**src/rtl/fetch_sequencer.sv**
```systemverilog
// Instruction-fetch controller: owns the PC, sequences imem req/ack fetches and holds instr for decode.
// Optional fetch watchdog (sticky fetch_err) is enabled by defining FETCH_TIMEOUT_EN.
module fetch_sequencer #(
    parameter int NUM_BITS_ADDR_BARRAMENTO = 32,
    parameter int NUM_BITS_ADDR_PROG       = 8,
    parameter int TIMEOUT_CYCLES           = 16
) (
    input  logic                                clk,
    input  logic                                reset,
    input  logic                                stall,
    input  logic                                branch_taken,
    input  logic [NUM_BITS_ADDR_BARRAMENTO-1:0] sign_imm,
    input  logic                                jump,
    input  logic [NUM_BITS_ADDR_BARRAMENTO-1:0] jump_target,
    output logic                                imem_req,
    output logic [NUM_BITS_ADDR_BARRAMENTO-1:0] imem_addr,
    input  logic                                imem_ack,
    input  logic [NUM_BITS_ADDR_BARRAMENTO-1:0] imem_rdata,
    output logic [NUM_BITS_ADDR_BARRAMENTO-1:0] pc,
    output logic [NUM_BITS_ADDR_BARRAMENTO-1:0] instr,
    output logic                                instr_valid,
    output logic                                fetch_err
);

    localparam int W = NUM_BITS_ADDR_BARRAMENTO;
    localparam logic [W-1:0] PC_MAX = W'(2 ** NUM_BITS_ADDR_PROG - 4);

    typedef enum logic [1:0] {
        IDLE,
        FETCH,
        ISSUE
    } state_t;

    state_t       state;
    state_t       state_next;
    logic         timeout;
    logic [W-1:0] pc_seq;
    logic [W-1:0] pc_raw;
    logic [W-1:0] next_pc;
    logic         unused_jt_bits;

    assign unused_jt_bits = ^jump_target[1:0];

    // NOTE: state registers use non-blocking assignments so every flop samples pre-edge values.
    always_ff @(posedge clk or posedge reset) begin
        if (reset) state <= IDLE;
        else       state <= state_next;
    end

    // NOTE: defaults first so every path assigns state_next and no latch is inferred.
    always_comb begin
        state_next = state;
        case (state)
            IDLE:    state_next = FETCH;
            FETCH:   if (imem_ack || timeout) state_next = ISSUE;
            ISSUE:   if (!stall) state_next = FETCH;
            default: state_next = IDLE;
        endcase
    end

    // Jump beats branch; any result outside the program window (incl. negative) restarts at 0.
    always_comb begin
        pc_seq = pc + W'(4);
        pc_raw = pc_seq;
        if (jump)              pc_raw = {jump_target[W-1:2], 2'b00};
        else if (branch_taken) pc_raw = pc_seq + (sign_imm << 2);
        next_pc = (pc_raw > PC_MAX) ? '0 : pc_raw;
    end

    always_ff @(posedge clk or posedge reset) begin
        if (reset) begin
            pc    <= '0;
            instr <= '0;
        end else begin
            if (state == FETCH) begin
                if (imem_ack)     instr <= imem_rdata;
                else if (timeout) instr <= '0;
            end
            if (state == ISSUE && !stall) pc <= next_pc;
        end
    end

    assign imem_req    = (state == FETCH);
    assign instr_valid = (state == ISSUE);
    assign imem_addr   = pc;

`ifdef FETCH_TIMEOUT_EN
    localparam int CNT_W = $clog2(TIMEOUT_CYCLES + 1);

    logic [CNT_W-1:0] wd_cnt;
    logic             err_q;

    // An ack arriving on the timeout cycle wins: real data, no error.
    assign timeout = (state == FETCH) && !imem_ack && (wd_cnt == CNT_W'(TIMEOUT_CYCLES - 1));

    always_ff @(posedge clk or posedge reset) begin
        if (reset) begin
            wd_cnt <= '0;
            err_q  <= 1'b0;
        end else begin
            if (state != FETCH) wd_cnt <= '0;
            else if (!imem_ack) wd_cnt <= wd_cnt + CNT_W'(1);
            if (timeout) err_q <= 1'b1;
        end
    end

    assign fetch_err = err_q;
`else
    localparam int unused_timeout_cycles = TIMEOUT_CYCLES;

    assign timeout   = 1'b0;
    assign fetch_err = 1'b0;
`endif

endmodule
```
**config.mk**
```make
export PLATFORM = sky130hd
export DESIGN_NAME = fetch_sequencer
export DESIGN_NICKNAME = d
export VERILOG_FILES = /design/src/rtl/fetch_sequencer.sv
export SDC_FILE = /design/constraint.sdc
export NUM_CORES = 1
export LEC_CHECK = 0
export ABC_AREA = 1
export BUFFER_PORTS_ARGS = -buffer_cell sky130_fd_sc_hd__buf_4
export CORE_MARGIN = 3
export CORE_UTILIZATION = 48
export CTS_CLUSTER_SIZE = 40
export DETAILED_ROUTE_END_ITERATION = 8
export GPL_TIMING_DRIVEN = 0
export PLACE_DENSITY = 0.78
export SYNTH_ARGS = -nofsm -noshare
export SYNTH_HDL_FRONTEND = slang
export SYNTH_SLANG_ARGS = --single-unit
```
**constraint.sdc**
```tcl
create_clock -name clk -period 2.95 [get_ports clk]
set_input_delay 0.59 -clock clk [delete_from_list [all_inputs] [get_ports clk]]
set_output_delay 0.59 -clock clk [all_outputs]
set_load 0.005 [all_outputs]
```
==> reports/qor.txt <==
Cts hold-fix bufs - 0
# fillers - 1082
HP Class - in -> async
Core area - 13500 µm²
Post-synthesis compound-gate area fraction - 0.0556
CP Launch Type - register
Routed length on met2 - 12000 µm
Post-Syn Nets - 1238
Post-Synth Simple-Gate Area - 0.416
Post-synth top cells - 394 x nand2_1, 190 x inv_1, 90 x nand3_1
Fin Hold WS - 405 ps
Crit path buf inv count - 3
Crit. End Element - register
Crit-path max cell delay - 440 ps
Avg Cell Area, Syn - 6.11 µm²
Largest family of logic cells by synthesized area - simple AND/OR/NAND/NOR gates
Final wirelength - 24600 µm
# DRC - 0
GPL Wtd Cong - 0.975
Die Span Y - 124 µm
Reg clk slew, reported paths - 50 ps
Root Buffer - clkbuf_16
Top cells by area, synth - dfrtp_1 25%, nand2_1 22%, inv_1 11%
Worst EP required - 3200 ps
Final setup violation count - 8
WP data arrival - 3750 ps
Worst-path fanout max - 8
Delay-heaviest family, CP - simple AND/OR/NAND/NOR gates
DR vias/cell - 5.27
Tcrit/Tclk final - 1.19
Pre-antenna DRT Iters - 6
Largest net degree at the start of global routing - 36
CTS tree - done
Die area - 15500 µm²
Unrepaired setup endpoints after global routing - yes
Area of the mapped netlist - 6730 µm²
Site Rows - 42
Final slew viol count - 0
DR iter-0 viols - 655
Ys async rst share - 1.00
Post-DP HPWL - 17800 µm
Critical Path Slowest Stage Cell - dfrtp_1
Post-synth EDFFs - 0
Post-Synth Adder-Cell Area - 0.0643
M1 WL - 9690 µm
Worst-case clock buffer depth - 2
GR Overflow Total - 0
Clock Latency Late Sink - 320 ps
Distinct cells, synth - 40
Worst VDD drop - 0.669 mV
Primary FF master, synth - dfrtp_1
Met3 routed WL - 1750 µm
Most common cell in the netlist - nand2_1
Xor and xnor area share after synthesis - 0.00781
Fmax - 286 MHz
Yosys top cell area share - 0.245
Antenna cells - 0
Leakage power figure - 5.51 nW
Nets - 1494
Initial antenna violation count - 0
P&R area growth vs syn - 48.7%
Register area share after synthesis - 0.245
Die X - 124 µm
P per Cell Area - 347 nW/µm²
Total track usage - 0.284
Slew margin rel. - 0.506
Num CTS Buffers - 9
Synth Register Bits - 66
Worst Max-Slew Pin Slew - 741 ps
Number of max-cap violations - 0
Crit Path Class - reg -> reg
Ratio of cells with drive above 1 in the final layout - 0.403
Highest Signal Layer - met4
Post-layout min period - 3500 ps
Yosys top cell by area - dfrtp_1
Failing checks - negative setup slack
CTS H-Tree Depth - 3
Post-Synthesis Cells - 1102
Status - complete, but fails checks
PnR Total Power - 3.47 mW
Final antenna-violating net count - 0
First-pass GRT wire length - 36600 µm
Worst Clk Skew - 3.95 ps
Vias in the first global route - 7724
Final WS setup - -552 ps
Mux cell area share after synthesis - 0.0536
Yosys warning count - 0
Detailed-route via count - 8111
Initial Util - 0.500
CTS sink count - 66
Port Buffer Count - 195
Wire per inst - 16.0 µm
Cell Chain, Critical Path - ha_4 -> nand2_4 -> nor2_4 -> nand3_4 -> inv_2 -> nand3_2 -> xor2_2 -> inv_2 -> ha_4 -> nand2_4 -> inv_4 -> nand2_4 -> nor2_4 -> nand3b_1 -> nand4_1 -> nand3_2 -> nand2_2 -> nand2_2 -> nor2_2 -> nand3_2 -> nor2_4 -> nand4_1 -> nand2_1
Boundary Pins - 201
Final hold vios - 0
final timing paths:
check / depth (start not counted) / from / slack [ps] / to
setup / recovery: 23 / imem_addr[3]$_DFFE_PP0P_ / -550 / imem_addr[5]$_DFFE_PP0P_
hold / removal: 2 / reset / 400 / instr[12]$_DFFE_PP0P_
setup reg to reg: 23 / imem_addr[3]$_DFFE_PP0P_ / -550 / imem_addr[5]$_DFFE_PP0P_
hold reg to reg: 1 / state[1]$_DFFE_PP0P_ / 500 / state[0]$_DFFE_PP0P_
max in group asynchronous: 3 / reset / 1910 / imem_addr[8]$_DFFE_PP0P_
min in group clk: 2 / imem_ack / 450 / state[0]$_DFFE_PP0P_
registers in the layout (all words and copies together) (netlist names):
register	cells
imem_addr	32
instr	32
state	2
cells in the final DEF (no fill, tap or decap), types with 13 or more instances in the layout:
master   instances
inv_1          176
nor2_4          28
ha_4            20
a21oi_1         23
nand2_2         53
dfrtp_1         44
nand3_2         16
nand2_4         16
nand4_1         19
dfrtp_2         22
nor2_1          59
nor2_2          15
nand3_1         74
buf_4          277
nand2_1        335
mux2_2          32
inv_2           13
worst reg2reg max path, cell delays in order (launching register included):
cell      delay, ps
dfrtp_1         440
ha_4            190
nand2_4          80
nor2_4          140
nand3_4         130
inv_2           100
nand3_2          90
xor2_2          210
inv_2            90
ha_4            320
nand2_4          80
inv_4            80
nand2_4          70
nor2_4          130
nand3b_1        160
nand4_1         160
nand3_2          90
nand2_2         110
nand2_2          50
nor2_2           90
nand3_2         100
nor2_4          230
nand4_1         190
nand2_1         100
cell families (layout without fill, tap and decap cells):
group,after synthesis,count (layout)
AND/OR/NAND/NOR,651,651
other,1,1
multiplexers,32,32
AO/OA/AOI/OAI,66,66
adder cells (fa/ha/maj),34,34
XOR/XNOR,6,6
buffers and inverters,246,506
flip-flops,66,66
what timing repair did:
action | CTS | global route
setup endpoints to repair | 8 | 8
resized for setup | 135 | 97
pin swaps | 59 | 61
cloned | 0 | 0
endpoints found under the hold margin | 0 | 0
buffers inserted | 26 | 23
per-layer routing:
layer  vias to the layer above  track usage
met2                       394        0.504
li1                       3894            -
met3                        98       0.0493
met4                         0        0.117
met1                      3725        0.339
met5                         -            0
power by group:
part	internal [mW]	switching, mW	leakage, nW
Combinational	0.717	0.550	4.58
Sequential	1.15	0.131	0.811
Clock	0.587	0.337	0.124
stage by stage:
stage | worst slack [ps] | instance area [µm²] | util | TNS (ps) | std cells
6_report | -552 | 10000 | 0.744 | -4140 | 1538
5_1_grt | -698 | 10000 | 0.744 | -5340 | 1538
4_1_cts | -360 | 9470 | 0.704 | -2450 | 1515
3_5_place_dp | -778 | 8470 | 0.630 | -6070 | 1474
3_3_place_gp | -735 | 8450 | 0.628 | -10210 | 1473
2_1_floorplan | 13.4 | 6770 | - | 0 | 1102
layout make-up:
cell class / instances / area, µm² / share of cell area
Multi-Input combinational cell: 790 / 4930 / 0.493
Timing Repair Buffer: 245 / 1850 / 0.185
Sequential cell: 66 / 1680 / 0.168
Inverter: 193 / 732 / 0.0732
Buffer: 53 / 332 / 0.0331
Clock buffer: 15 / 258 / 0.0258
Tap cell: 176 / 220 / 0.0220
(Power assumes the default switching activity.)
